### config.mk
export PLATFORM = sky130hd
export DESIGN_NAME = alu_pattern_applier
export DESIGN_NICKNAME = d
export VERILOG_FILES = /design/src/rtl/alu_pattern_applier.sv
export SDC_FILE = /design/constraint.sdc
export NUM_CORES = 1
export LEC_CHECK = 0
export BUFFER_PORTS_ARGS = -buffer_cell sky130_fd_sc_hd__buf_2
export CAP_MARGIN = 40
export CORE_AREA = 2 2 81 90
export CTS_BUF_LIST = sky130_fd_sc_hd__clkbuf_4
export DETAILED_ROUTE_END_ITERATION = 8
export DIE_AREA = 0 0 83 92
export PLACE_DENSITY = 0.84
export SYNTH_ARGS = -nofsm -noshare
export SYNTH_HDL_FRONTEND = slang
export SYNTH_SLANG_ARGS = --single-unit
### constraint.sdc
create_clock -name clk -period 1.9 [get_ports clk]
set_input_delay 0.285 -clock clk [delete_from_list [all_inputs] [get_ports clk]]
set_output_delay 0.285 -clock clk [all_outputs]
set_load 0.01 [all_outputs]
### src/rtl/alu_pattern_applier.sv
// alu_pattern_applier: streams stimulus patterns into a 2-bit ALU, strobes zout after SETTLE cycles and tallies masked mismatches.
// Define ALU_PATTERN_MISR_EN to add the 8-bit response signature output (MISR, x^8+x^4+x^3+x^2+1).
module alu_pattern_applier #(
  parameter int SETTLE = 4,
  parameter int PAT_W  = 16
) (
  input  logic             clk,
  input  logic             rst_n,
  input  logic             start,
  input  logic             pat_valid,
  output logic             pat_ready,
  input  logic [4:0]       pat_pi,
  input  logic [1:0]       pat_xpct,
  input  logic [1:0]       pat_mask,
  input  logic             pat_last,
  output logic [1:0]       ain,
  output logic [1:0]       bin,
  output logic             sel,
  input  logic [1:0]       zout,
`ifdef ALU_PATTERN_MISR_EN
  output logic [7:0]       signature,
`endif
  output logic             busy,
  output logic             done,
  output logic             pass,
  output logic             fail_seen,
  output logic [PAT_W-1:0] fail_count,
  output logic [PAT_W-1:0] first_fail
);
  typedef enum logic [2:0] {S_IDLE, S_FETCH, S_SETTLE, S_STROBE, S_DONE} state_t;
  localparam logic [7:0] CNT_LOAD = 8'(SETTLE - 1);
  state_t           r_state;
  logic [7:0]       r_cnt;
  logic [1:0]       r_ain, r_bin, r_xpct, r_mask;
  logic             r_sel, r_last, r_done, r_fail_seen;
  logic [PAT_W-1:0] r_fail_count, r_first_fail, r_idx;
  logic [7:0]       r_sig;
  logic             w_mismatch;
  logic [7:0]       w_sig_next;
  assign w_mismatch = |((zout ^ r_xpct) & r_mask);
  // Galois form: shift left, fold the feedback through the x^4+x^3+x^2+1 taps, inject the masked response
  assign w_sig_next = {r_sig[6:0], 1'b0} ^ (r_sig[7] ? 8'h1D : 8'h00) ^ {6'b0, zout & r_mask};
  always_ff @(posedge clk or negedge rst_n) begin
    if (!rst_n) begin
      r_state      <= S_IDLE;
      r_cnt        <= '0;
      r_ain        <= '0;
      r_bin        <= '0;
      r_sel        <= 1'b0;
      r_xpct       <= '0;
      r_mask       <= '0;
      r_last       <= 1'b0;
      r_done       <= 1'b0;
      r_fail_seen  <= 1'b0;
      r_fail_count <= '0;
      r_first_fail <= '0;
      r_idx        <= '0;
      r_sig        <= '0;
    end else begin
      case (r_state)
        S_IDLE, S_DONE: begin
          if (start) begin
            r_state      <= S_FETCH;
            r_done       <= 1'b0;
            r_fail_seen  <= 1'b0;
            r_fail_count <= '0;
            r_first_fail <= '0;
            r_idx        <= '0;
            r_sig        <= '0;
          end
        end
        S_FETCH: begin
          if (pat_valid) begin
            r_ain   <= pat_pi[4:3];
            r_bin   <= pat_pi[2:1];
            r_sel   <= pat_pi[0];
            r_xpct  <= pat_xpct;
            r_mask  <= pat_mask;
            r_last  <= pat_last;
            r_cnt   <= CNT_LOAD;
            r_state <= S_SETTLE;
          end
        end
        S_SETTLE: begin
          if (r_cnt == 8'd0) r_state <= S_STROBE;
          else r_cnt <= r_cnt - 8'd1;
        end
        S_STROBE: begin
          if (w_mismatch) begin
            if (!(&r_fail_count)) r_fail_count <= r_fail_count + PAT_W'(1);
            if (!r_fail_seen) begin
              r_first_fail <= r_idx;
              r_fail_seen  <= 1'b1;
            end
          end
          if (!(&r_idx)) r_idx <= r_idx + PAT_W'(1);
          r_sig   <= w_sig_next;
          r_done  <= r_last;
          r_state <= r_last ? S_DONE : S_FETCH;
        end
        default: r_state <= S_IDLE;
      endcase
    end
  end
  assign pat_ready  = (r_state == S_FETCH);
  assign busy       = (r_state == S_FETCH) || (r_state == S_SETTLE) || (r_state == S_STROBE);
  assign pass       = (r_state == S_DONE) && !r_fail_seen;
  assign done       = r_done;
  assign fail_seen  = r_fail_seen;
  assign fail_count = r_fail_count;
  assign first_fail = r_first_fail;
  assign ain        = r_ain;
  assign bin        = r_bin;
  assign sel        = r_sel;
`ifdef ALU_PATTERN_MISR_EN
  assign signature  = r_sig;
`else
  logic w_unused_sig;
  assign w_unused_sig = ^w_sig_next;
`endif
endmodule

==> impl_metrics.toml <==
[yosys]
async_flop_share_pct = 100
synth_xor_area_share_pct = 2.27
synth_area_um2 = 3470
yosys.area_share.simple_pct = 23.2
synthMuxAreaShare_pct = 4.94
syn_area_per_cell_um2 = 9.26
synth_enable_flop_cells = 0
synth_top_family_by_area = "simple AND/OR/NAND/NOR gates"
yosysWarnings = 0
syn_inst = 375
ys_seq_elements = 71
syn_nets = 395
synth_seq_area_share_pct = 51.2
synthFlopType = "dfrtp_1"
synth_compound_area_share_pct = 13.8
synthAdderAreaFrac_pct = 1.44
synth_cell_types = 52

[worst_setup_path]
crit_chain = "and3_1, and3_2, a211oi_4, and4_1, mux2i_1"
ff2ff_setup_slack_ps = 90
end_kind = "flip-flop"
critPathSlowestCell = "dfrtp_2"
crit_type = "reg2reg"
cpPeakStageDelay_ps = 450
crit_arrival_ps = 2150
cp-start-kind = "flip-flop"
required_ps = 2240
crit_fanout = 6

[clock_network]
clk_latency_ps = 430
cts_tree = "yes"
cts.sinks = 71
cts.clk_slew.worst_paths_ps = 110
root_buffer = "clkbuf_4"
htreeDepth = 3
numCtsBuffers = 9
cts_buffer_depth = 2

[grt]
grt_max_degree = 47
antenna_found_initial = 0
grt_pass1_vias = 2977
track_usage_pct = 22.0
grt_pass1_wl_um = 13600
gr-total-overflow = 0

[drt]
drtPass1Iterations = 4
drc_errors = 0
antenna_left = 0
drt-total-wl_um = 8200
drt_iter0_drc = 263
vias_per_cell = 5.65
wire_per_inst_um = 14.8
route.vias.total = 3138

[finish]
fin_nets = 487
drive_gt1_share_pct = 30.2
n_antenna_cell = 0
area_delta_synth_final_pct = 23.9

[floorplanning]
placement_rows = 32
core_area_um2 = 6850
start_util_pct = 50.7
fp.dieH_um = 92
die_x_um = 83
io_pins = 58
die-area_um2 = 7640

[sta]
layout_min_cycle_time_ps = 1810
rsz0062_at_grt = "no"
worstMarginPinSlew_ps = 599
slew_headroom_pct = 60.1
clock.fmax_mhz = 552
skew_ps = 15.8
setup_tns_ps = 0
final-hold-violation-count = 0
finalSetupViolations = 0
period_share_pct = 95.3
hold_ws_ps = 64.7
finalMaxSlewViolations = 0

[pwr]
cellLeakagePower_nw = 2.05
p_per_area_nw_per_um2 = 1130
ir_drop_uv = 796

[placed_design]
gp_congestion = 0.921
dp_hpwl_um = 5840
portBuffers = 57

[status]
status = "finished, final reports clean"

[job]
cap_violations = 0

[hold_path]
hold_path.class = "in2reg"
## worst paths after layout
path / to / from / cells after the start
worst max-delay path: fail_count[12] / fail_count[12] / 5
max in group asynchronous: fail_count[12] / rst_n / 3
worst min register to register: bin[1] / bin[1] / 1
worst min-delay path: r_last / pat_last / 3
min in group asynchronous: first_fail[4] / rst_n / 2
worst max register to register: fail_count[12] / fail_count[12] / 5
## layout by cell type (no fill, tap or decap), types with 8 or more instances in the layout
cell type,synthesis,layout
mux2_2,9,9
xor2_1,8,8
dfrtp_1,71,69
a21oi_1,18,18
nor2_1,34,33
buf_2,4,57
o21ai_0,33,33
inv_1,9,9
nand3_1,18,18
buf_4,0,39
nand2_1,66,66
clkbuf_4,0,9
## critical path: cells and delay by family (launching register included)
kind,cells,cell delay [ps]
simple gates,3,710
flops,1,450
compound gates,1,380
mux,1,190
## power by group
| group | switching, mW | internal, mW | total (mW) | leakage, nW |
|---|---|---|---|---|
| sequential | 0.217 | 1.81 | 2.03 | 0.950 |
| combinational | 1.09 | 0.831 | 1.92 | 1.04 |
| clock | 0.535 | 0.378 | 0.913 | 0.0651 |
## layer usage
metal,vias to the layer above,wire length (um),GRT usage (%)
met2,111,4130,37.0
met5,-,0,0
met4,0,188,9.56
met3,22,469,4.77
met1,1498,3420,27.5
li1,1507,-,-
## registers in the layout, summed over array words and instances (netlist names)
register,count
done,1
r_state,3
sel,1
ain,2
r_xpct,2
bin,2
r_last,1
fail_seen,1
r_idx,16
fail_count,16
r_mask,2
r_cnt,8
first_fail,16
## cell type report
type / instances / area [um^2]
Timing Repair Buffer: 98 / 608
Sequential cell: 71 / 1780
Clock inverter: 5 / 51.3
Inverter: 9 / 33.8
Fill cell: 552 / 2550
Clock buffer: 9 / 67.6
Multi-Input combinational cell: 278 / 1650
Tap cell: 85 / 106
## synthesized netlist by cell type (2+ instances only)
| cell type | instances | area share, % |
|---|---|---|
| ha_1 | 4 | 1.4 |
| nand4b_1 | 2 | 0.50 |
| a21oi_1 | 18 | 2.6 |
| dfrtp_1 | 71 | 51 |
| nand2b_1 | 2 | 0.36 |
| inv_1 | 9 | 0.97 |
| o31ai_1 | 3 | 0.65 |
| o21ai_0 | 33 | 4.8 |
| a31oi_1 | 5 | 0.90 |
| nor2_1 | 34 | 3.7 |
| mux2i_1 | 7 | 2.0 |
| nor3_1 | 9 | 1.3 |
| nor4_1 | 7 | 1.3 |
| nor3b_1 | 2 | 0.43 |
| xor2_1 | 8 | 2.0 |
| o311ai_0 | 2 | 0.50 |
| buf_2 | 4 | 0.58 |
| clkbuf_1 | 11 | 1.2 |
| and3_1 | 5 | 0.90 |
| or4_1 | 3 | 0.65 |
| or2_2 | 2 | 0.36 |
| o21ai_1 | 3 | 0.43 |
| and2_1 | 4 | 0.72 |
| mux2_2 | 9 | 2.9 |
| a311oi_1 | 2 | 0.50 |
| nand3_1 | 18 | 2.6 |
| and4_1 | 2 | 0.50 |
| o211ai_1 | 2 | 0.43 |
| nand2_1 | 66 | 7.1 |
| nand4_1 | 6 | 1.1 |
## timing repair
action | in CTS | in global routing
gates resized for setup | 0 | 14
hold buffers | 1 | 0
hold endpoints to repair | 25 | 0
buffers inserted | 0 | 2
setup endpoints to repair | 0 | 20
## metrics by stage
step / cells / cell area, um^2 / setup slack, ps / power (mW) / util (%)
detailed placement: 538 / 4110 / 69.0 / 3.93 / 60.0
finish: 555 / 4300 / 88.4 / 4.86 / 62.8
global placement: 538 / 4110 / 142 / 3.84 / 60.0
global route: 555 / 4300 / 1.64 / 5.20 / 62.8
floorplan: 375 / 3490 / 29.2 / 3.16 / -
CTS: 553 / 4240 / 45.9 / 4.83 / 61.9
## cell families after synthesis
kind of cell,Yosys count
and+or+nand+nor,169
buffers and inverters,26
AOI/OAI and AO/OA,80
xor gates and xnor gates,9
adders and majority gates,4
DFF,71
muxes,16
Note: power is estimated with default switching activity, not from simulation.
